**src/rtl/dma_itcm_icb_arbiter.sv**
```systemverilog
// Two-master ICB arbiter sharing the ITCM slave between the core and the DMA engine.
// Optional statistics counters are enabled with `define DMA_ITCM_ARB_STAT_EN.
module dma_itcm_icb_arbiter #(
    parameter int AW         = 16,
    parameter int DW         = 64,
    parameter int OTF_DEPTH  = 2,
    parameter int STARVE_MAX = 8
) (
    input  logic            clk,
    input  logic            rst_n,

    input  logic            core_icb_cmd_valid,
    output logic            core_icb_cmd_ready,
    input  logic [AW-1:0]   core_icb_cmd_addr,
    input  logic            core_icb_cmd_read,
    input  logic [DW-1:0]   core_icb_cmd_wdata,
    input  logic [DW/8-1:0] core_icb_cmd_wmask,
    output logic            core_icb_rsp_valid,
    input  logic            core_icb_rsp_ready,
    output logic            core_icb_rsp_err,
    output logic [DW-1:0]   core_icb_rsp_rdata,

    input  logic            dma_icb_cmd_valid,
    output logic            dma_icb_cmd_ready,
    input  logic [AW-1:0]   dma_icb_cmd_addr,
    input  logic            dma_icb_cmd_read,
    input  logic [DW-1:0]   dma_icb_cmd_wdata,
    input  logic [DW/8-1:0] dma_icb_cmd_wmask,
    output logic            dma_icb_rsp_valid,
    input  logic            dma_icb_rsp_ready,
    output logic            dma_icb_rsp_err,
    output logic [DW-1:0]   dma_icb_rsp_rdata,

    output logic            itcm_icb_cmd_valid,
    input  logic            itcm_icb_cmd_ready,
    output logic [AW-1:0]   itcm_icb_cmd_addr,
    output logic            itcm_icb_cmd_read,
    output logic [DW-1:0]   itcm_icb_cmd_wdata,
    output logic [DW/8-1:0] itcm_icb_cmd_wmask,
    input  logic            itcm_icb_rsp_valid,
    output logic            itcm_icb_rsp_ready,
    input  logic            itcm_icb_rsp_err,
    input  logic [DW-1:0]   itcm_icb_rsp_rdata
`ifdef DMA_ITCM_ARB_STAT_EN
    ,
    input  logic            stat_clr,
    output logic [31:0]     stat_core_cnt,
    output logic [31:0]     stat_dma_cnt,
    output logic [31:0]     stat_conflict_cnt
`endif
);

    localparam int PW = (OTF_DEPTH > 1) ? $clog2(OTF_DEPTH) : 1;
    localparam int CW = $clog2(OTF_DEPTH + 1);
    localparam int SW = $clog2(STARVE_MAX + 1);

    typedef enum logic {
        ARB  = 1'b0,
        LOCK = 1'b1
    } state_t;

    state_t          state_q, state_d;
    logic            lock_id;
    logic [SW-1:0]   starve_cnt;
    logic            fifo_id [OTF_DEPTH];
    logic [PW-1:0]   wr_ptr, rd_ptr;
    logic [CW-1:0]   count;

    logic            grant;       // 0 = core, 1 = DMA
    logic            gnt_valid;
    logic            fifo_full, fifo_empty;
    logic            cmd_open, rsp_route, head_id;
    logic            cmd_hsk, rsp_hsk, starve_hit;

    assign fifo_full  = (count == CW'(OTF_DEPTH));
    assign fifo_empty = (count == '0);
    assign starve_hit = (starve_cnt == SW'(STARVE_MAX));

    always_comb begin
        if (state_q == LOCK)
            grant = lock_id;
        else
            grant = dma_icb_cmd_valid && (!core_icb_cmd_valid || starve_hit);
    end

    // Outputs are qualified by rst_n so every valid/ready is low while reset is held.
    assign gnt_valid          = grant ? dma_icb_cmd_valid : core_icb_cmd_valid;
    assign cmd_open           = rst_n && !fifo_full;
    assign itcm_icb_cmd_valid = cmd_open && gnt_valid;
    assign core_icb_cmd_ready = cmd_open && !grant && itcm_icb_cmd_ready;
    assign dma_icb_cmd_ready  = cmd_open &&  grant && itcm_icb_cmd_ready;
    assign itcm_icb_cmd_addr  = grant ? dma_icb_cmd_addr  : core_icb_cmd_addr;
    assign itcm_icb_cmd_read  = grant ? dma_icb_cmd_read  : core_icb_cmd_read;
    assign itcm_icb_cmd_wdata = grant ? dma_icb_cmd_wdata : core_icb_cmd_wdata;
    assign itcm_icb_cmd_wmask = grant ? dma_icb_cmd_wmask : core_icb_cmd_wmask;
    assign cmd_hsk            = itcm_icb_cmd_valid && itcm_icb_cmd_ready;

    assign head_id            = fifo_id[rd_ptr];
    assign rsp_route          = rst_n && !fifo_empty;
    assign itcm_icb_rsp_ready = rsp_route && (head_id ? dma_icb_rsp_ready : core_icb_rsp_ready);
    assign core_icb_rsp_valid = rsp_route && !head_id && itcm_icb_rsp_valid;
    assign dma_icb_rsp_valid  = rsp_route &&  head_id && itcm_icb_rsp_valid;
    assign core_icb_rsp_err   = rsp_route && !head_id && itcm_icb_rsp_err;
    assign dma_icb_rsp_err    = rsp_route &&  head_id && itcm_icb_rsp_err;
    assign core_icb_rsp_rdata = (rsp_route && !head_id) ? itcm_icb_rsp_rdata : '0;
    assign dma_icb_rsp_rdata  = (rsp_route &&  head_id) ? itcm_icb_rsp_rdata : '0;
    assign rsp_hsk            = itcm_icb_rsp_valid && itcm_icb_rsp_ready;

    // NOTE: every signal written in an always_comb gets a default first so no latch is inferred.
    always_comb begin
        state_d = state_q;
        case (state_q)
            ARB:     if (itcm_icb_cmd_valid && !itcm_icb_cmd_ready) state_d = LOCK;
            LOCK:    if (cmd_hsk) state_d = ARB;
            default: state_d = ARB;
        endcase
    end

    // NOTE: sequential state uses non-blocking assignments so all registers update from pre-edge values.
    always_ff @(posedge clk or negedge rst_n) begin
        if (!rst_n) begin
            state_q    <= ARB;
            lock_id    <= 1'b0;
            starve_cnt <= '0;
        end else begin
            state_q <= state_d;
            if (state_q == ARB && state_d == LOCK)
                lock_id <= grant;
            if (!dma_icb_cmd_valid || (cmd_hsk && grant))
                starve_cnt <= '0;
            else if (!starve_hit)
                starve_cnt <= starve_cnt + 1'b1;
        end
    end

    always_ff @(posedge clk or negedge rst_n) begin
        if (!rst_n) begin
            wr_ptr <= '0;
            rd_ptr <= '0;
            count  <= '0;
        end else begin
            if (cmd_hsk)
                wr_ptr <= (wr_ptr == PW'(OTF_DEPTH - 1)) ? '0 : wr_ptr + 1'b1;
            if (rsp_hsk)
                rd_ptr <= (rd_ptr == PW'(OTF_DEPTH - 1)) ? '0 : rd_ptr + 1'b1;
            if (cmd_hsk && !rsp_hsk)
                count <= count + 1'b1;
            else if (rsp_hsk && !cmd_hsk)
                count <= count - 1'b1;
        end
    end

    // NOTE: ID storage has no reset; entries are only read while count says they are valid.
    always_ff @(posedge clk) begin
        if (cmd_hsk)
            fifo_id[wr_ptr] <= grant;
    end

`ifdef DMA_ITCM_ARB_STAT_EN
    always_ff @(posedge clk or negedge rst_n) begin
        if (!rst_n) begin
            stat_core_cnt     <= '0;
            stat_dma_cnt      <= '0;
            stat_conflict_cnt <= '0;
        end else if (stat_clr) begin
            stat_core_cnt     <= '0;
            stat_dma_cnt      <= '0;
            stat_conflict_cnt <= '0;
        end else begin
            if (cmd_hsk && !grant)
                stat_core_cnt <= stat_core_cnt + 32'd1;
            if (cmd_hsk && grant)
                stat_dma_cnt <= stat_dma_cnt + 32'd1;
            if (core_icb_cmd_valid && dma_icb_cmd_valid)
                stat_conflict_cnt <= stat_conflict_cnt + 32'd1;
        end
    end
`endif

endmodule
```
**config.mk**
```make
export PLATFORM = sky130hd
export DESIGN_NAME = dma_itcm_icb_arbiter
export DESIGN_NICKNAME = d
export VERILOG_FILES = /design/src/rtl/dma_itcm_icb_arbiter.sv
export SDC_FILE = /design/constraint.sdc
export NUM_CORES = 1
export LEC_CHECK = 0
export BUFFER_PORTS_ARGS = -buffer_cell sky130_fd_sc_hd__buf_2
export CORE_AREA = 2 2 185 187
export DETAILED_ROUTE_END_ITERATION = 7
export DIE_AREA = 0 0 187 189
export GPL_ROUTABILITY_DRIVEN = 0
export RECOVER_POWER = 100
export SYNTH_ARGS = -nofsm -noshare
export SYNTH_HDL_FRONTEND = slang
export SYNTH_SLANG_ARGS = --single-unit
```
**constraint.sdc**
```tcl
create_clock -name clk -period 6.4 [get_ports clk]
set_clock_uncertainty 0.2 [all_clocks]
set_input_delay 0.96 -clock clk [delete_from_list [all_inputs] [get_ports clk]]
set_output_delay 0.96 -clock clk [all_outputs]
set_load 0.02 [all_outputs]
```
==> results.ini <==
[run_status]
status = complete, but fails checks
violated_checks = capacitance limit, slew limit

[sta]
drv_slew = 68
period_minus_slack_ns = 4.92
timing.setup.tns_ns = 0
hold_violations = 0
final.period_utilization_pct = 76.8
final-setup-viol-count = 0
rsz_0062_raised_after_global_routing = no
worstMarginPinSlew_ns = 2.12
fmax_mhz = 203
timing.max_slew.rel_slack_pct = -41.1

[floorplan]
row_count = 67
initial_utilization_pct = 9.20
design.portCount = 476
core_area_mm2 = 0.0333
floorplan.die.height_um = 189
die_area_mm2 = 0.0353
chipWidth_um = 187

[clock_tree]
cts_tree = built
cts_setup_buffers = 0
cts-root-to-sink-buffers = 2
holdBufCountCts = 0
clock-sinks = 12
h-tree-depth = 1
clock_insertion_delay_worst_skew_ns = 0.24
cts.reportedPaths.clkPinSlew_ns = 0.04
clock_tree.root_cell = clkbuf_16
cts_repair_resize_count = 0
number_of_clock_buffers_inserted_by_tritoncts = 3

[setup_path]
r2r_start = rd_ptr
timing.critical_path.mode_cell = clkbuf_1
cp_cell_sequence = clkbuf_1 -> o211a_1 -> clkbuf_1 -> and2_1 -> buf_2
crit_cells = 5
setup.worst_path.start_class = input pin
cp.arrival_ns = 3.76
cp_slowest_stage_delay_ns = 1.49
rr_endpoint = count[1]
path_class = in2out
worst_path_max_delay_cell = clkbuf_1
path_delay_family = buffers and inverters
ff2ff_path_depth = 8
critical_path_required_ns = 5.24
crit_path_end = core_icb_rsp_rdata[63]
crit_path_end_kind = output pin
crit_path_max_fanout = 67
worst-path-buf-inv = 3
timing.critical_path.from = rst_n
reg2reg_slack_ns = 3.91

[global_routing]
grt_pass1_wl_mm = 26.3
grt_pass1_vias = 4189
overflow = 0
grt_antenna_before_repair = 8
pin_count_of_the_biggest_net_entering_global_routing = 90
grt_use_total_pct = 9.87

[drt]
via_count = 4141
postRouteWirelength_mm = 18.5
avgRoutedWirePerCell_um = 15.1
route.antenna.remaining_nets = 0
drc = 0
drt-pass1-iter-count = 4
first_iter_violations = 126
vias_per_cell = 3.39

[logic_synthesis]
async_set_reset_flop_share_out_of_synthesis_pct = 83.3
synth_area_leaders = mux2_4 43%, and2_1 27%, dfrtp_1 8.2%
synth_cell_types = 32
ys_warn_count = 0
post-synth-top-area-cell = mux2_4
synth_enable_flop_cells = 2
synthDominantCellAreaShare_pct = 43.2
ys_ff_latch = 12
dominantRegCellSynth = dfrtp_1
synth.yosys.seq_area_share_pct = 10.1
mappedNetlistNets = 567
syn-mean-instance-area_um2 = 9.78
synthesis.area_mm2 = 0.00306
syn_inst = 313

[place]
portBuffers = 475
place.detailed.hpwl_mm = 16.7
placed_cells_incl_taps = 1214
postPlaceCellArea_mm2 = 0.00584

[layout]
most_common_cell_after_layout_fill_and_taps_aside = buf_2
fraction_of_final_layout_cells_with_drive_strength_greater_than_1_pct = 56.4
fin_util_pct = 16.6
layoutNonFillerInstCount = 1222
layout-area-overhead-vs-synth_pct = 80.7
stdcell_area_mm2 = 0.00553
highest_count_cells_in_the_layout_ignoring_fill_and_taps = 419 x buf_2, 110 x and2_1, 80 x mux2_1, 57 x clkbuf_1, 23 x and2_0
post_layout_net_count = 1025

[job]
maxCapViolations = 1

[power_and_ir_drop]
power_density_mw_per_mm2 = 301
worst_ir_drop_vdd_v = 0.000142
design_power_total_mw = 1.67
static-leakage-power_nw = 2.93

[hold_path]
hp-class = reg2reg

-- registers in the layout, indices dropped and copies added (netlist names) --
signal	cells
count	2
fifo_id	2
state_q	1
rd_ptr	1
wr_ptr	1
starve_cnt	4
lock_id	1
-- worst min-delay path by stage --
stage | from | to | slack, ns | cells after the start
detailed placement | rd_ptr | rd_ptr | 0.28 | 1
floorplan | wr_ptr | wr_ptr | 0.26 | 1
finish | rd_ptr | rd_ptr | 0.30 | 1
global placement | wr_ptr | wr_ptr | 0.28 | 1
global route | wr_ptr | wr_ptr | 0.30 | 1
CTS | rd_ptr | rd_ptr | 0.29 | 1
-- cell usage after synthesis (2+ instances only) --
master,n
nand3_1,2
o31ai_1,2
xnor2_1,2
buf_8,9
nand2b_1,2
inv_1,3
o21ai_0,2
nor2b_1,2
mux2_4,88
clkbuf_1,14
mux2i_1,4
nor2_1,9
mux2_2,2
ha_1,3
nor3_1,2
edfxtp_1,2
xor2_1,5
and2_1,133
nand2_1,4
a21oi_1,2
dfrtp_1,10
-- per-stage QoR --
| stage | hold WS, ns | setup WS [ns] |
|---|---|---|
| final | 0.298 | 1.48 |
| after global routing | 0.304 | 1.07 |
| after CTS | 0.294 | 2.38 |
| after detailed placement | 0.283 | 2.38 |
| after global placement | 0.276 | 2.41 |
| after floorplan | 0.255 | 3.17 |
-- layer usage --
metal | global-route usage [%] | part of all wire [%]
met5 | 0 | 0.25
met4 | 3.17 | 2.1
met3 | 3.17 | 11
met2 | 16.0 | 47
met1 | 12.4 | 40
-- cells by family after synthesis --
family,Yosys count,synth area share (%)
simple gates,158,31.6
mux,94,45.2
buf+inv,27,6.74
compound gates,12,3.11
flops,12,10.1
xor+xnor,7,2.00
fa+ha+maj,3,1.23
-- where the power goes --
group	leakage [nW]	internal (mW)	switching, mW
logic	2.75	0.518	0.900
clock network	0.0386	0.0822	0.0327
registers	0.143	0.105	0.0275
total	2.93	0.706	0.960
-- area by class of cell --
cell class	count	area, µm²
Multi-Input combinational cell	274	2230
Sequential cell	12	310
Clock inverter	1	3.75
Inverter	3	11.3
Antenna cell	4	10.0
Fill cell	3948	27700
Tap cell	448	561
Timing Repair Buffer	477	2330
Clock buffer	3	75.1
No activity file was read; power rests on OpenSTA's default activity.
